[src/rtl/flash_seq_pkg.sv]
// Shared encodings, JEDEC command constants and the unlock/command sequence table
// for the parallel-flash command sequencer.
package flash_seq_pkg;

  typedef enum logic [1:0] {
    OP_READ         = 2'd0,
    OP_PROGRAM      = 2'd1,
    OP_SECTOR_ERASE = 2'd2,
    OP_CHIP_ERASE   = 2'd3
  } op_t;

  localparam logic [15:0] UNLOCK_A1 = 16'h5555;
  localparam logic [15:0] UNLOCK_A2 = 16'h2AAA;

  localparam logic [7:0] CMD_AA     = 8'hAA;
  localparam logic [7:0] CMD_55     = 8'h55;
  localparam logic [7:0] CMD_PROG   = 8'hA0;
  localparam logic [7:0] CMD_ERASE  = 8'h80;
  localparam logic [7:0] CMD_SECTOR = 8'h30;
  localparam logic [7:0] CMD_CHIP   = 8'h10;

  localparam int unsigned STEP_W = 3;

  typedef enum logic [2:0] {
    S_IDLE     = 3'd0,
    S_RD_CYC   = 3'd1,
    S_WR_CYC   = 3'd2,
    S_POLL_RD  = 3'd3,
    S_POLL_CMP = 3'd4,
    S_DONE     = 3'd5,
    S_ERR      = 3'd6
  } seq_state_t;

  typedef enum logic [2:0] {
    B_IDLE     = 3'd0,
    B_SETUP    = 3'd1,
    B_WE_LOW   = 3'd2,
    B_RECOV    = 3'd3,
    B_RD       = 3'd4,
    B_RD_RECOV = 3'd5
  } bus_phase_t;

  // One write step: fixed addr/data, or substitute the latched target addr / program data.
  typedef struct packed {
    logic        use_tgt_addr;
    logic        use_wdata;
    logic [15:0] addr;
    logic [7:0]  data;
  } cmd_step_t;

  // Index of the final write step for a write-type op.
  function automatic logic [STEP_W-1:0] seq_last(input op_t op);
    return (op == OP_PROGRAM) ? STEP_W'(3) : STEP_W'(5);
  endfunction

  // Command table lookup for write-type ops.
  function automatic cmd_step_t cmd_step(input op_t op, input logic [STEP_W-1:0] step);
    cmd_step_t s;
    s.use_tgt_addr = 1'b0;
    s.use_wdata    = 1'b0;
    s.addr         = UNLOCK_A1;
    s.data         = CMD_AA;
    case (step)
      3'd1: begin
        s.addr = UNLOCK_A2;
        s.data = CMD_55;
      end
      3'd2: s.data = (op == OP_PROGRAM) ? CMD_PROG : CMD_ERASE;
      3'd3: begin
        if (op == OP_PROGRAM) begin
          s.use_tgt_addr = 1'b1;
          s.use_wdata    = 1'b1;
        end
      end
      3'd4: begin
        s.addr = UNLOCK_A2;
        s.data = CMD_55;
      end
      3'd5: begin
        if (op == OP_CHIP_ERASE) begin
          s.data = CMD_CHIP;
        end else begin
          s.use_tgt_addr = 1'b1;
          s.data         = CMD_SECTOR;
        end
      end
      default: ;
    endcase
    return s;
  endfunction

endpackage

[src/rtl/flash_bus_cycle.sv]
// Single flash bus-cycle timing engine: one write (setup / WE pulse / recovery)
// or one read (OE access / recovery) per start. Strobes are registered.
module flash_bus_cycle
  import flash_seq_pkg::*;
#(
  parameter int unsigned ADDR_W       = 16,
  parameter int unsigned WE_PULSE_CYC = 4,
  parameter int unsigned WE_HIGH_CYC  = 2,
  parameter int unsigned OE_ACC_CYC   = 3
) (
  input  logic              clk,
  input  logic              reset,
  input  logic              start,
  input  logic              is_write,
  input  logic [ADDR_W-1:0] addr,
  input  logic [7:0]        data,
  input  logic [7:0]        dq_in,
  output logic              cyc_done_c,
  output logic [7:0]        rd_data,
  output logic [ADDR_W-1:0] bus_addr,
  output logic [7:0]        dq_out,
  output logic              dq_oe,
  output logic              ce_n,
  output logic              we_n,
  output logic              oe_n
);

  localparam int unsigned MAX_A   = (WE_PULSE_CYC > WE_HIGH_CYC) ? WE_PULSE_CYC : WE_HIGH_CYC;
  localparam int unsigned MAX_CYC = (MAX_A > OE_ACC_CYC) ? MAX_A : OE_ACC_CYC;
  localparam int unsigned CNT_W   = $clog2(MAX_CYC + 1);

  localparam logic [CNT_W-1:0] WE_LAST = CNT_W'(WE_PULSE_CYC - 1);
  localparam logic [CNT_W-1:0] HI_LAST = CNT_W'(WE_HIGH_CYC - 1);
  localparam logic [CNT_W-1:0] OE_LAST = CNT_W'(OE_ACC_CYC - 1);

  bus_phase_t       ph, ph_nxt;
  logic [CNT_W-1:0] cnt, cnt_nxt;
  logic             ce_n_nxt, we_n_nxt, oe_n_nxt, dq_oe_nxt;

  // Phase register, registered strobes, address/data launch and read capture.
  always_ff @(posedge clk or posedge reset) begin
    if (reset) begin
      ph       <= B_IDLE;
      cnt      <= '0;
      ce_n     <= 1'b1;
      we_n     <= 1'b1;
      oe_n     <= 1'b1;
      dq_oe    <= 1'b0;
      bus_addr <= '0;
      dq_out   <= '0;
      rd_data  <= '0;
    end else begin
      ph    <= ph_nxt;
      cnt   <= cnt_nxt;
      ce_n  <= ce_n_nxt;
      we_n  <= we_n_nxt;
      oe_n  <= oe_n_nxt;
      dq_oe <= dq_oe_nxt;
      if (start) begin
        bus_addr <= addr;
        if (is_write) dq_out <= data;
      end
      if (ph == B_RD && cnt == OE_LAST) rd_data <= dq_in;
    end
  end

  // Phase sequencing; a new start may overlap the final cycle of the previous bus cycle.
  always_comb begin
    ph_nxt     = ph;
    cnt_nxt    = cnt;
    cyc_done_c = 1'b0;
    case (ph)
      B_SETUP: begin
        ph_nxt  = B_WE_LOW;
        cnt_nxt = '0;
      end
      B_WE_LOW: begin
        if (cnt == WE_LAST) begin
          ph_nxt  = B_RECOV;
          cnt_nxt = '0;
        end else begin
          cnt_nxt = cnt + CNT_W'(1);
        end
      end
      B_RECOV: begin
        if (cnt == HI_LAST) begin
          cyc_done_c = 1'b1;
          ph_nxt     = B_IDLE;
          cnt_nxt    = '0;
        end else begin
          cnt_nxt = cnt + CNT_W'(1);
        end
      end
      B_RD: begin
        if (cnt == OE_LAST) begin
          ph_nxt  = B_RD_RECOV;
          cnt_nxt = '0;
        end else begin
          cnt_nxt = cnt + CNT_W'(1);
        end
      end
      B_RD_RECOV: begin
        cyc_done_c = 1'b1;
        ph_nxt     = B_IDLE;
      end
      default: ;
    endcase
    if (start) begin
      ph_nxt  = is_write ? B_SETUP : B_RD;
      cnt_nxt = '0;
    end
    ce_n_nxt  = !(ph_nxt == B_SETUP || ph_nxt == B_WE_LOW || ph_nxt == B_RD);
    we_n_nxt  = (ph_nxt != B_WE_LOW);
    oe_n_nxt  = (ph_nxt != B_RD);
    dq_oe_nxt = (ph_nxt == B_SETUP || ph_nxt == B_WE_LOW);
  end

endmodule

[src/rtl/flash_cmd_sequencer.sv]
// Flash command sequencer: accepts one high-level op, walks the JEDEC unlock table
// through the bus-cycle engine, then polls DQ6 toggle until stable or timeout.
module flash_cmd_sequencer
  import flash_seq_pkg::*;
#(
  parameter int unsigned ADDR_W       = 16,
  parameter int unsigned WE_PULSE_CYC = 4,
  parameter int unsigned WE_HIGH_CYC  = 2,
  parameter int unsigned OE_ACC_CYC   = 3,
  parameter int unsigned POLL_MAX     = 1024
) (
  input  logic              clk,
  input  logic              reset,
  input  logic              req,
  input  logic [1:0]        op,
  input  logic [ADDR_W-1:0] addr,
  input  logic [7:0]        wdata,
  output logic              busy,
  output logic              done,
  output logic              err,
  output logic [7:0]        rdata,
  output logic [ADDR_W-1:0] f_addr,
  output logic [7:0]        f_dq_out,
  output logic              f_dq_oe,
  input  logic [7:0]        f_dq_in,
  output logic              CE_N,
  output logic              WE_N,
  output logic              OE_N
);

  localparam int unsigned PCNT_W = $clog2(POLL_MAX + 1);

  seq_state_t        state, state_nxt;
  op_t               op_q;
  logic [ADDR_W-1:0] addr_q;
  logic [7:0]        wdata_q;
  logic [STEP_W-1:0] step_q, step_nxt;
  logic [PCNT_W-1:0] poll_cnt;
  logic              prev_dq6, have_prev;

  logic              start_c, st_write_c;
  logic [ADDR_W-1:0] st_addr_c;
  logic [7:0]        st_data_c;
  logic              cyc_done_c;
  logic [7:0]        cap_data;
  cmd_step_t         nxt_cmd_c;
  logic [ADDR_W-1:0] poll_addr_c;
  logic              poll_ok_c;

  // Bus-cycle engine: the only driver of the flash pins.
  flash_bus_cycle #(
    .ADDR_W      (ADDR_W),
    .WE_PULSE_CYC(WE_PULSE_CYC),
    .WE_HIGH_CYC (WE_HIGH_CYC),
    .OE_ACC_CYC  (OE_ACC_CYC)
  ) u_bus (
    .clk       (clk),
    .reset     (reset),
    .start     (start_c),
    .is_write  (st_write_c),
    .addr      (st_addr_c),
    .data      (st_data_c),
    .dq_in     (f_dq_in),
    .cyc_done_c(cyc_done_c),
    .rd_data   (cap_data),
    .bus_addr  (f_addr),
    .dq_out    (f_dq_out),
    .dq_oe     (f_dq_oe),
    .ce_n      (CE_N),
    .we_n      (WE_N),
    .oe_n      (OE_N)
  );

  // State register.
  always_ff @(posedge clk or posedge reset) begin
    if (reset) state <= S_IDLE;
    else       state <= state_nxt;
  end

  // Op latch, step index, poll counter and previous-DQ6 tracking.
  always_ff @(posedge clk or posedge reset) begin
    if (reset) begin
      op_q      <= OP_READ;
      addr_q    <= '0;
      wdata_q   <= '0;
      step_q    <= '0;
      poll_cnt  <= '0;
      prev_dq6  <= 1'b0;
      have_prev <= 1'b0;
    end else begin
      step_q <= step_nxt;
      if (state == S_IDLE && req) begin
        op_q      <= op_t'(op);
        addr_q    <= addr;
        wdata_q   <= wdata;
        poll_cnt  <= '0;
        have_prev <= 1'b0;
      end
      if (state == S_POLL_RD && cyc_done_c) poll_cnt <= poll_cnt + PCNT_W'(1);
      if (state == S_POLL_CMP) begin
        prev_dq6  <= cap_data[6];
        have_prev <= 1'b1;
      end
    end
  end

  // Registered handshake outputs, derived from the next state.
  always_ff @(posedge clk or posedge reset) begin
    if (reset) begin
      busy  <= 1'b0;
      done  <= 1'b0;
      err   <= 1'b0;
      rdata <= '0;
    end else begin
      busy <= (state_nxt inside {S_RD_CYC, S_WR_CYC, S_POLL_RD, S_POLL_CMP});
      done <= (state_nxt == S_DONE) || (state_nxt == S_ERR);
      err  <= (state_nxt == S_ERR);
      if (state == S_RD_CYC && cyc_done_c) rdata <= cap_data;
    end
  end

  // Table lookups and poll decision helpers.
  always_comb begin
    nxt_cmd_c   = cmd_step(op_q, step_q + STEP_W'(1));
    poll_addr_c = (op_q == OP_CHIP_ERASE) ? '0 : addr_q;
    poll_ok_c   = have_prev && (cap_data[6] == prev_dq6);
  end

  // Next-state logic and bus-cycle issue.
  always_comb begin
    state_nxt  = state;
    step_nxt   = step_q;
    start_c    = 1'b0;
    st_write_c = 1'b0;
    st_addr_c  = addr_q;
    st_data_c  = wdata_q;
    case (state)
      S_IDLE: begin
        if (req) begin
          start_c   = 1'b1;
          step_nxt  = '0;
          st_addr_c = addr;
          if (op_t'(op) == OP_READ) begin
            state_nxt = S_RD_CYC;
          end else begin
            state_nxt  = S_WR_CYC;
            st_write_c = 1'b1;
            st_addr_c  = ADDR_W'(UNLOCK_A1);
            st_data_c  = CMD_AA;
          end
        end
      end
      S_RD_CYC: begin
        if (cyc_done_c) state_nxt = S_DONE;
      end
      S_WR_CYC: begin
        if (cyc_done_c) begin
          start_c = 1'b1;
          if (step_q == seq_last(op_q)) begin
            state_nxt = S_POLL_RD;
            step_nxt  = '0;
            st_addr_c = poll_addr_c;
          end else begin
            step_nxt   = step_q + STEP_W'(1);
            st_write_c = 1'b1;
            st_addr_c  = nxt_cmd_c.use_tgt_addr ? addr_q : ADDR_W'(nxt_cmd_c.addr);
            st_data_c  = nxt_cmd_c.use_wdata ? wdata_q : nxt_cmd_c.data;
          end
        end
      end
      S_POLL_RD: begin
        if (cyc_done_c) state_nxt = S_POLL_CMP;
      end
      S_POLL_CMP: begin
        if (poll_ok_c) begin
          state_nxt = S_DONE;
        end else if (poll_cnt == PCNT_W'(POLL_MAX)) begin
          state_nxt = S_ERR;
        end else begin
          state_nxt = S_POLL_RD;
          start_c   = 1'b1;
          st_addr_c = poll_addr_c;
        end
      end
      S_DONE, S_ERR: begin
        state_nxt = S_IDLE;
        step_nxt  = '0;
      end
      default: state_nxt = S_IDLE;
    endcase
  end

endmodule

[config.mk]
export PLATFORM = sky130hd
export DESIGN_NAME = flash_cmd_sequencer
export DESIGN_NICKNAME = d
export VERILOG_FILES = /design/src/rtl/flash_seq_pkg.sv /design/src/rtl/flash_bus_cycle.sv /design/src/rtl/flash_cmd_sequencer.sv
export SDC_FILE = /design/constraint.sdc
export NUM_CORES = 1
export LEC_CHECK = 0
export CAP_MARGIN = 10
export CORE_MARGIN = 3
export CORE_UTILIZATION = 49
export DETAILED_ROUTE_END_ITERATION = 6
export PLACE_DENSITY = 0.83
export SYNTH_ARGS = -nofsm -noshare
export SYNTH_HDL_FRONTEND = slang
export SYNTH_SLANG_ARGS = --single-unit
[constraint.sdc]
create_clock -name clk -period 3.05 [get_ports clk]
set_input_delay 0.305 -clock clk [delete_from_list [all_inputs] [get_ports clk]]
set_output_delay 0.305 -clock clk [all_outputs]
set_load 0.02 [all_outputs]
==> results of run 1 <==
-- layer usage --
metal / GRT usage (%) / vias to the layer above
met3: 3.67 / 27
met2: 34.9 / 170
met5: 0 / -
met4: 11.2 / 0
met1: 30.1 / 2027
li1: - / 1962
-- worst max-delay path, stage by stage (launching register included) --
cell and delay, ns:
dfrtp_1 0.43, inv_1 0.09, ha_1 0.19, and4bb_4 0.29, o21a_1 0.30, o21ai_0 0.48
o221ai_1 0.39, nand2_1 0.27, o22ai_1 0.23
-- synthesized netlist by cell type, types with 3 or more instances --
cell      number
dfrtp_1       95
o21ai_0       44
nand2_1       42
mux2_2        36
nor2_1        35
a21oi_1       26
inv_1         24
o22ai_1       17
clkbuf_1      12
ha_1          11
buf_2         10
nand3_1        9
nor3_1         9
o221ai_1       9
and3_1         8
nand2b_1       6
nor2b_1        6
mux2i_1        5
o31ai_1        5
a211oi_1       4
nor4_1         4
or2_2          4
xnor2_1        4
a22oi_1        3
a31oi_1        3
and2_1         3
dfstp_2        3
nand4_1        3
o211ai_1       3
o21a_1         3
or3_1          3
xor2_1         3
-- final cells by class --
class	instances	area [µm²]	area share, %
Clock buffer	10	128	2.07
Clock inverter	6	65.1	1.06
Inverter	24	92.6	1.51
Multi-Input combinational cell	352	2370	38.5
Sequential cell	98	2460	39.9
Tap cell	133	166	2.71
Timing Repair Buffer	90	876	14.2
-- registers in the layout (all words and copies together) (netlist names), 8 cells and up --
register        cells
u_bus.rd_data       8
u_bus.bus_addr     16
wdata_q             8
addr_q             16
u_bus.dq_out        8
rdata               8
poll_cnt           11
-- per-stage QoR --
stage / hold slack (ns) / area (µm²) / cells
floorplan: 0.422 / 5010 / 497
global placement: 0.458 / 5960 / 697
detailed placement: 0.472 / 5960 / 697
CTS: 0.401 / 6150 / 713
global route: 0.437 / 6150 / 713
finish: 0.386 / 6150 / 713
-- power by group through the flow --
| stage | clock [W] | combinational (W) | sequential [W] |
|---|---|---|---|
| finish | 0.000846 | 0.0000952 | 0.00131 |
| global route | 0.000931 | 0.000105 | 0.00131 |
| CTS | 0.000867 | 0.0000975 | 0.00131 |
| detailed placement | 0 | 0.0000972 | 0.00133 |
| global placement | 0 | 0.0000947 | 0.00133 |
| floorplan | 0 | 0.0000302 | 0.00133 |
-- kinds of logic after synthesis --
group / Yosys count
adder cells (fa/ha/maj): 11
AND/OR/NAND/NOR: 148
XOR/XNOR: 7
buffers and inverters: 47
multiplexers: 41
AO/OA/AOI/OAI: 145
flip-flops: 98
-- worst paths after layout --
check	cells after the start	from	to	slack, ns
min in group clk	2	u_bus.dq_out[6]	u_bus.dq_out[6]	0.49
min reg2reg	2	u_bus.dq_out[6]	u_bus.dq_out[6]	0.49
min	2	reset	step_q[2]	0.39
max reg2reg	8	u_bus.cnt[1]	u_bus.bus_addr[10]	0.31
max in group asynchronous	3	reset	u_bus.ce_n	1.95
max	8	u_bus.cnt[1]	u_bus.bus_addr[10]	0.31
-- placed cells by master (no fill, tap or decap), types with 3 or more instances in the layout --
cell type / count
or2_2: 4
mux2_2: 36
nor3_1: 9
nand2b_1: 6
clkdlybuf4s50_1: 75
inv_1: 23
o221ai_1: 9
dfrtp_1: 95
o21a_1: 3
and2_1: 3
mux2i_1: 5
a22oi_1: 3
xor2_1: 3
a21oi_1: 26
nand4_1: 3
o31ai_1: 5
xnor2_1: 4
nor2b_1: 6
nand2_1: 42
o211ai_1: 3
buf_4: 14
or3_1: 3
clkbuf_8: 9
and3_1: 8
nor4_1: 4
nand3_1: 9
a211oi_1: 4
ha_1: 11
dfstp_2: 3
o22ai_1: 17
a31oi_1: 3
nor2_1: 35
o21ai_0: 44
==> results.cfg, run 1 <==
[synthesis]
yosys.area.top_type_share_pct = 47.4
async_flop_share_pct = 100
yosys.area_share.xor_xnor_pct = 1.22
synth_top_family_by_area = compound AO/OA/AOI/OAI gates
avgSynthCellArea_um2 = 10.1
synth.area.top_cells = dfrtp_1 (47%), mux2_2 (8.1%), o21ai_0 (4.4%), nand2_1 (3.1%), ha_1 (2.7%)
syn_nets = 545
synthSimpleGateAreaFrac_pct = 15.3
synthCells = 497
synth_fa_ha_area_share_pct = 2.75
yosysSeqAreaShare_pct = 49.0
synth_compound_area_share_pct = 18.9
ys_ff_latch = 98
synth_edf_count = 0
synth_top_area_cell = dfrtp_1
netlist_area_um2 = 5010
muxShareOfSynthArea_pct = 9.09
yosys_most_used_dff = dfrtp_1
ys_warn_count = 0
synth.distinct_cells = 64

[sta]
fin_ws_ns = 0.311
setup_tns_ns = 0
finalHoldViolations = 0
rsz0062_at_grt = false
setup_viol = 0
finalCritPeriodShare_pct = 89.8
fin_crit_ns = 2.74
fmax_ghz = 0.365
slew_headroom_pct = 22.0
maxSlewViolCount = 0
worst_slew_pin_slew_ns = 1.16
skew_ns = 0.00550

[clock_network]
cts_resized = 0
path_clk_slew_ns = 0.09
clock_latency_ns = 0.38
cts_max_path_buffers = 2
cts_tree = done
root_buffer = clkbuf_8
postCtsSetupBuffers = 0
cts_sinks = 98
htreeDepth = 3
hold_buffers = 0
numCtsBuffers = 9

[floorplan]
row_count = 36
dieArea_um2 = 11500
fp.dieH_um = 107
fp.dieW_um = 107
ioPinCount = 76
initial_utilization_pct = 50.8
coreArea_um2 = 9860

[routing]
wl_met1_mm = 5.31
wl_met2_mm = 5.85
route.detailed.drc = 0
detail-route-antenna-nets = 0
drt_iter0_markers = 437
top_layer_used = met4
wl_per_cell_um = 17.0
vias_per_cell = 5.87
firstDrtPassIters = 5
vias = 4186
wl_met3_um = 666
wl_mm = 12.1

[pwr]
power.leakage_nw = 2.63
seq_power_share_pct = 58.1
p_sw_w = 0.000513
power_density_nw_per_um2 = 366
vdd_drop_max_v = 0.000218
p_int_w = 0.00174
power_w = 0.00225
switching_share_pct = 22.8
clockPowerShare_pct = 37.6
combPwrFrac_pct = 4.2

[setup_path]
end_kind = flip-flop
worstPathMaxFanout = 11
cp.arrival_ns = 3.03
start_kind = flip-flop
required_ns = 3.35
path_class = reg -> reg

[min_path]
hp-class = in -> async

[run_status]
outcome = completed

[finish]
antenna_cells = 0
fillers = 792
final_nets = 623
drive_above_1_share_pct = 15.5
syn_to_final_growth_pct = 22.7
fin_util_pct = 62.4

[grt]
grt_first_pass_wirelength_mm = 20.4
grt_overflow = 0
grt_pass1_vias = 4129
grt_antenna_before_repair = 0
grt_usage_pct = 22.3
grt_max_degree = 56

[placement]
place_hpwl_mm = 8.63
numPortBuffers = 75
place_ws_ns = 0.433
gp_congestion = 0.968

[flow_run]
cap_viol_max_count = 0
Note: power is estimated with default switching activity, not from simulation.
==> run 2: changes to the inputs <==
MAX_ROUTING_LAYER = met4   (was not set)
==> run 2 against run 1 <==
First-iteration DRC count shrank 15%. Non-clock buffer count did not move. Design area stayed put. Highest routed layer unchanged. Clock skew up 0.0018 ns. Critical endpoint is now u_bus.dq_out[6]. Via count down 0.72%. Critical path type unchanged. Flip-flop and latch count unchanged. Global-route usage is 0.60 points higher. Critical path depth shrank 1.
==> results.cfg, run 2 (synthesis results as in run 1) <==
[pwr]
power.leakage_nw = 2.63
vdd_drop_max_v = 0.000219
power_density_nw_per_um2 = 366

[setup_path]
worstPathMaxFanout = 9
required_ns = 3.35
cp.arrival_ns = 3.05
path_class = reg -> reg
start_kind = flip-flop
end_kind = flip-flop

[clock_network]
numCtsBuffers = 9
cts_max_path_buffers = 2
htreeDepth = 3
cts_sinks = 98
root_buffer = clkbuf_8
cts_resized = 0
clock_latency_ns = 0.38
postCtsSetupBuffers = 0
path_clk_slew_ns = 0.10
cts_tree = done
hold_buffers = 0

[floorplan]
coreArea_um2 = 9860
ioPinCount = 76
dieArea_um2 = 11500
row_count = 36
initial_utilization_pct = 50.8
fp.dieW_um = 107
fp.dieH_um = 107

[run_status]
outcome = completed

[grt]
grt_overflow = 0
grt_max_degree = 56
grt_first_pass_wirelength_mm = 20.4
grt_usage_pct = 22.9
grt_antenna_before_repair = 0
grt_pass1_vias = 4131

[sta]
fin_crit_ns = 2.75
fmax_ghz = 0.364
fin_ws_ns = 0.302
skew_ns = 0.00731
rsz0062_at_grt = false
setup_tns_ns = 0
slew_headroom_pct = 24.4
maxSlewViolCount = 0
finalHoldViolations = 0
setup_viol = 0
worst_slew_pin_slew_ns = 1.12
finalCritPeriodShare_pct = 90.1

[routing]
vias_per_cell = 5.83
detail-route-antenna-nets = 0
wl_mm = 12.1
drt_iter0_markers = 373
wl_per_cell_um = 17.0
vias = 4156
route.detailed.drc = 0
firstDrtPassIters = 5

[finish]
fillers = 792
syn_to_final_growth_pct = 22.7
final_nets = 623
layout_commonest_cell = dfrtp_1
drive_above_1_share_pct = 15.5
most-common-layout-cells = dfrtp_1 (95), clkdlybuf4s50_1 (75), o21ai_0 (44)
antenna_cells = 0
reg.largest.list = addr_q (16), u_bus.bus_addr (16), poll_cnt (11)
final_area_um2 = 6150

[flow_run]
cap_viol_max_count = 0

[placement]
gp_congestion = 0.986
place_hpwl_mm = 8.63
numPortBuffers = 75
place_area_um2 = 5960
place_ws_ns = 0.433

[min_path]
hp-class = in -> async
==> run 2: cell counts in the layout (fill, tap and decap cells not counted) <==
No cell type changed its count.
==> run 2: layout make-up <==
cell class	count	area [µm²]	area share, %
Clock buffer	10	128	2.07
Clock inverter	6	65.1	1.06
Inverter	24	92.6	1.51
Multi-Input combinational cell	352	2370	38.5
Sequential cell	98	2460	39.9
Tap cell	133	166	2.71
Timing Repair Buffer	90	876	14.2
==> run 2: per-stage QoR <==
step	instances	hold WS, ns	utilization (%)	total power, W
after detailed placement	697	0.472	60.4	0.00143
after global placement	697	0.458	60.4	0.00143
after global routing	713	0.440	62.4	0.00234
after floorplan	497	0.422	-	0.00136
after CTS	713	0.401	62.4	0.00227
final	713	0.379	62.4	0.00225
==> run 2: routing by layer <==
| layer | GRT usage [%] | part of all wire (%) |
|---|---|---|
| met1 | 30.4 | 44 |
| met2 | 34.9 | 48 |
| met3 | 3.19 | 4.6 |
| met4 | 11.2 | 2.7 |
| met5 | - | 0 |
==> run 2: final timing paths <==
| path | from | to | slack, ns | cells past startpoint |
|---|---|---|---|---|
| max reg2reg | step_q[0] | u_bus.dq_out[6] | 0.30 | 7 |
| max | step_q[0] | u_bus.dq_out[6] | 0.30 | 7 |
| min in group clk | u_bus.dq_out[6] | u_bus.dq_out[6] | 0.49 | 2 |
| min | reset | addr_q[15] | 0.38 | 2 |
| max in group asynchronous | reset | u_bus.we_n | 1.95 | 3 |
| min reg2reg | u_bus.dq_out[6] | u_bus.dq_out[6] | 0.49 | 2 |
==> run 2: worst max-delay path, stage by stage, from the launching register on <==
cell and delay [ns]:
dfrtp_1 0.51, ha_1 0.39, xor2_1 0.26, or3_1 0.20
o21ai_0 0.32, nor4_1 0.69, o21ai_0 0.15, o21ai_0 0.15
==> run 2: power breakdown <==
part	internal (W)	switching, W	leakage, nW
clock	0.000381	0.000471	0.0966
combinational	0.0000504	0.0000450	1.35
sequential	0.00130	0.00000329	1.18
total	0.00174	0.000519	2.63
==> run 3: changes to the inputs <==
CORE_MARGIN = not set   (was 3)
SETUP_SLACK_MARGIN = 0.05   (was not set)
==> run 3 against run 2 <==
Register-to-register slack improved by 0.13 ns. Worst setup slack improved by 0.13 ns. Via count rose by 1.2%. Combinational power rose by 2%. Final cell count did not move. Die area fell by 7.3%. Hold slack got worse by 0.054 ns. Highest routed layer unchanged.
==> results.cfg, run 3 (synthesis results as in run 1) <==
[sta]
finalHoldViolations = 0
setup_tns_ns = 0
setup_viol = 0
maxSlewViolCount = 0
rsz0062_at_grt = false
slew_headroom_pct = 49.4
worst_slew_pin_slew_ns = 0.740
skew_ns = 0.0141
finalCritPeriodShare_pct = 85.9
fin_crit_ns = 2.62
fmax_ghz = 0.382

[floorplan]
dieArea_um2 = 10600
fp.dieH_um = 103
fp.dieW_um = 103
ioPinCount = 76
initial_utilization_pct = 50.8
row_count = 36
coreArea_um2 = 9860

[grt]
grt_usage_pct = 25.5
grt_max_degree = 58
grt_pass1_vias = 4040
grt_overflow = 0
grt_first_pass_wirelength_mm = 20.1
grt_antenna_before_repair = 0

[routing]
wl_per_cell_um = 17.2
wl_mm = 12.2
drt_iter0_markers = 424
route.detailed.drc = 0
firstDrtPassIters = 5
detail-route-antenna-nets = 0
vias_per_cell = 5.90
vias = 4207

[setup_path]
required_ns = 3.35
r2r-end = u_bus.dq_out[6]
worstPathMaxFanout = 9
reg2regPathDepth = 7
end_kind = flip-flop
rrSetupSlack_ns = 0.43
r2r-start = step_q[0]
start_kind = flip-flop
path_class = reg -> reg
cp.arrival_ns = 2.92
setup.worst_path.start = step_q[0]

[placement]
numPortBuffers = 75
place_inst = 696
gp_congestion = 0.969
place_hpwl_mm = 8.66

[clock_network]
cts_max_path_buffers = 2
cts_sinks = 98
htreeDepth = 3
cts_tree = done
cts_resized = 0
path_clk_slew_ns = 0.10
postCtsSetupBuffers = 0
numCtsBuffers = 9
clock_latency_ns = 0.37
root_buffer = clkbuf_8
hold_buffers = 0

[finish]
drive_above_1_share_pct = 15.3
most-common-layout-cells = dfrtp_1 (95), clkdlybuf4s50_1 (75), o21ai_0 (44)
fillers = 793
final_nets = 623
seq_area_um2 = 2460
antenna_cells = 0
reg.largest.list = addr_q (16), u_bus.bus_addr (16), poll_cnt (11)
fin_util_pct = 62.3
layout_commonest_cell = dfrtp_1
finalNonFillerCells = 713
multi_input_area_um2 = 2370
syn_to_final_growth_pct = 22.7

[run_status]
outcome = completed

[pwr]
power.leakage_nw = 2.62
vdd_drop_max_v = 0.000240
power_density_nw_per_um2 = 368

[flow_run]
cap_viol_max_count = 0

[min_path]
hp-class = in -> async
[run 3: final cells by class]
type                    instances  area share [%]
repair buffers                 90            14.2
clock buffers                  11            2.14
multi-input cells             352            38.5
well taps                     133            2.71
flip-flops and latches         98            39.9
clock inverters                 5            1.02
inverters                      24            1.51
[run 3: power by group]
part	internal, W	total (W)	switching [W]	leakage [nW]
logic	0.0000505	0.0000969	0.0000464	1.35
registers	0.00130	0.00131	0.00000315	1.18
clock network	0.000385	0.000858	0.000474	0.0901
total	0.00174	0.00226	0.000523	2.62
[run 3: worst max-delay path by stage]
stage / endpoint
after global routing: u_bus.bus_addr[1]
after global placement: poll_cnt[4]
after floorplan: addr_q[0]
after detailed placement: u_bus.bus_addr[10]
final: u_bus.dq_out[6]
after CTS: u_bus.bus_addr[10]
[run 3: per-stage QoR]
step / cell area, µm² / setup slack [ns] / hold WS [ns] / power [W]
floorplan: 5010 / 0.188 / 0.422 / 0.00136
global placement: 5950 / 0.460 / 0.453 / 0.00143
detailed placement: 5950 / 0.351 / 0.468 / 0.00143
CTS: 6140 / 0.314 / 0.348 / 0.00227
global route: 6150 / 0.238 / 0.368 / 0.00234
finish: 6150 / 0.430 / 0.325 / 0.00226
[run 3: metal layers]
layer / up-vias / track usage [%] / part of all wire [%]
li1: 1949 / - / -
met1: 2075 / 34.2 / 44
met5: - / - / 0
met3: 26 / 4.88 / 5.2
met4: 0 / 7.69 / 1.8
met2: 157 / 39.4 / 49
[run 3: worst max-delay path: stages (launching register included)]
cell	delay [ns]
dfrtp_1	0.50
ha_1	0.37
xor2_1	0.26
or3_1	0.21
o21ai_0	0.28
nor4_1	0.63
o21ai_0	0.14
o21ai_0	0.15
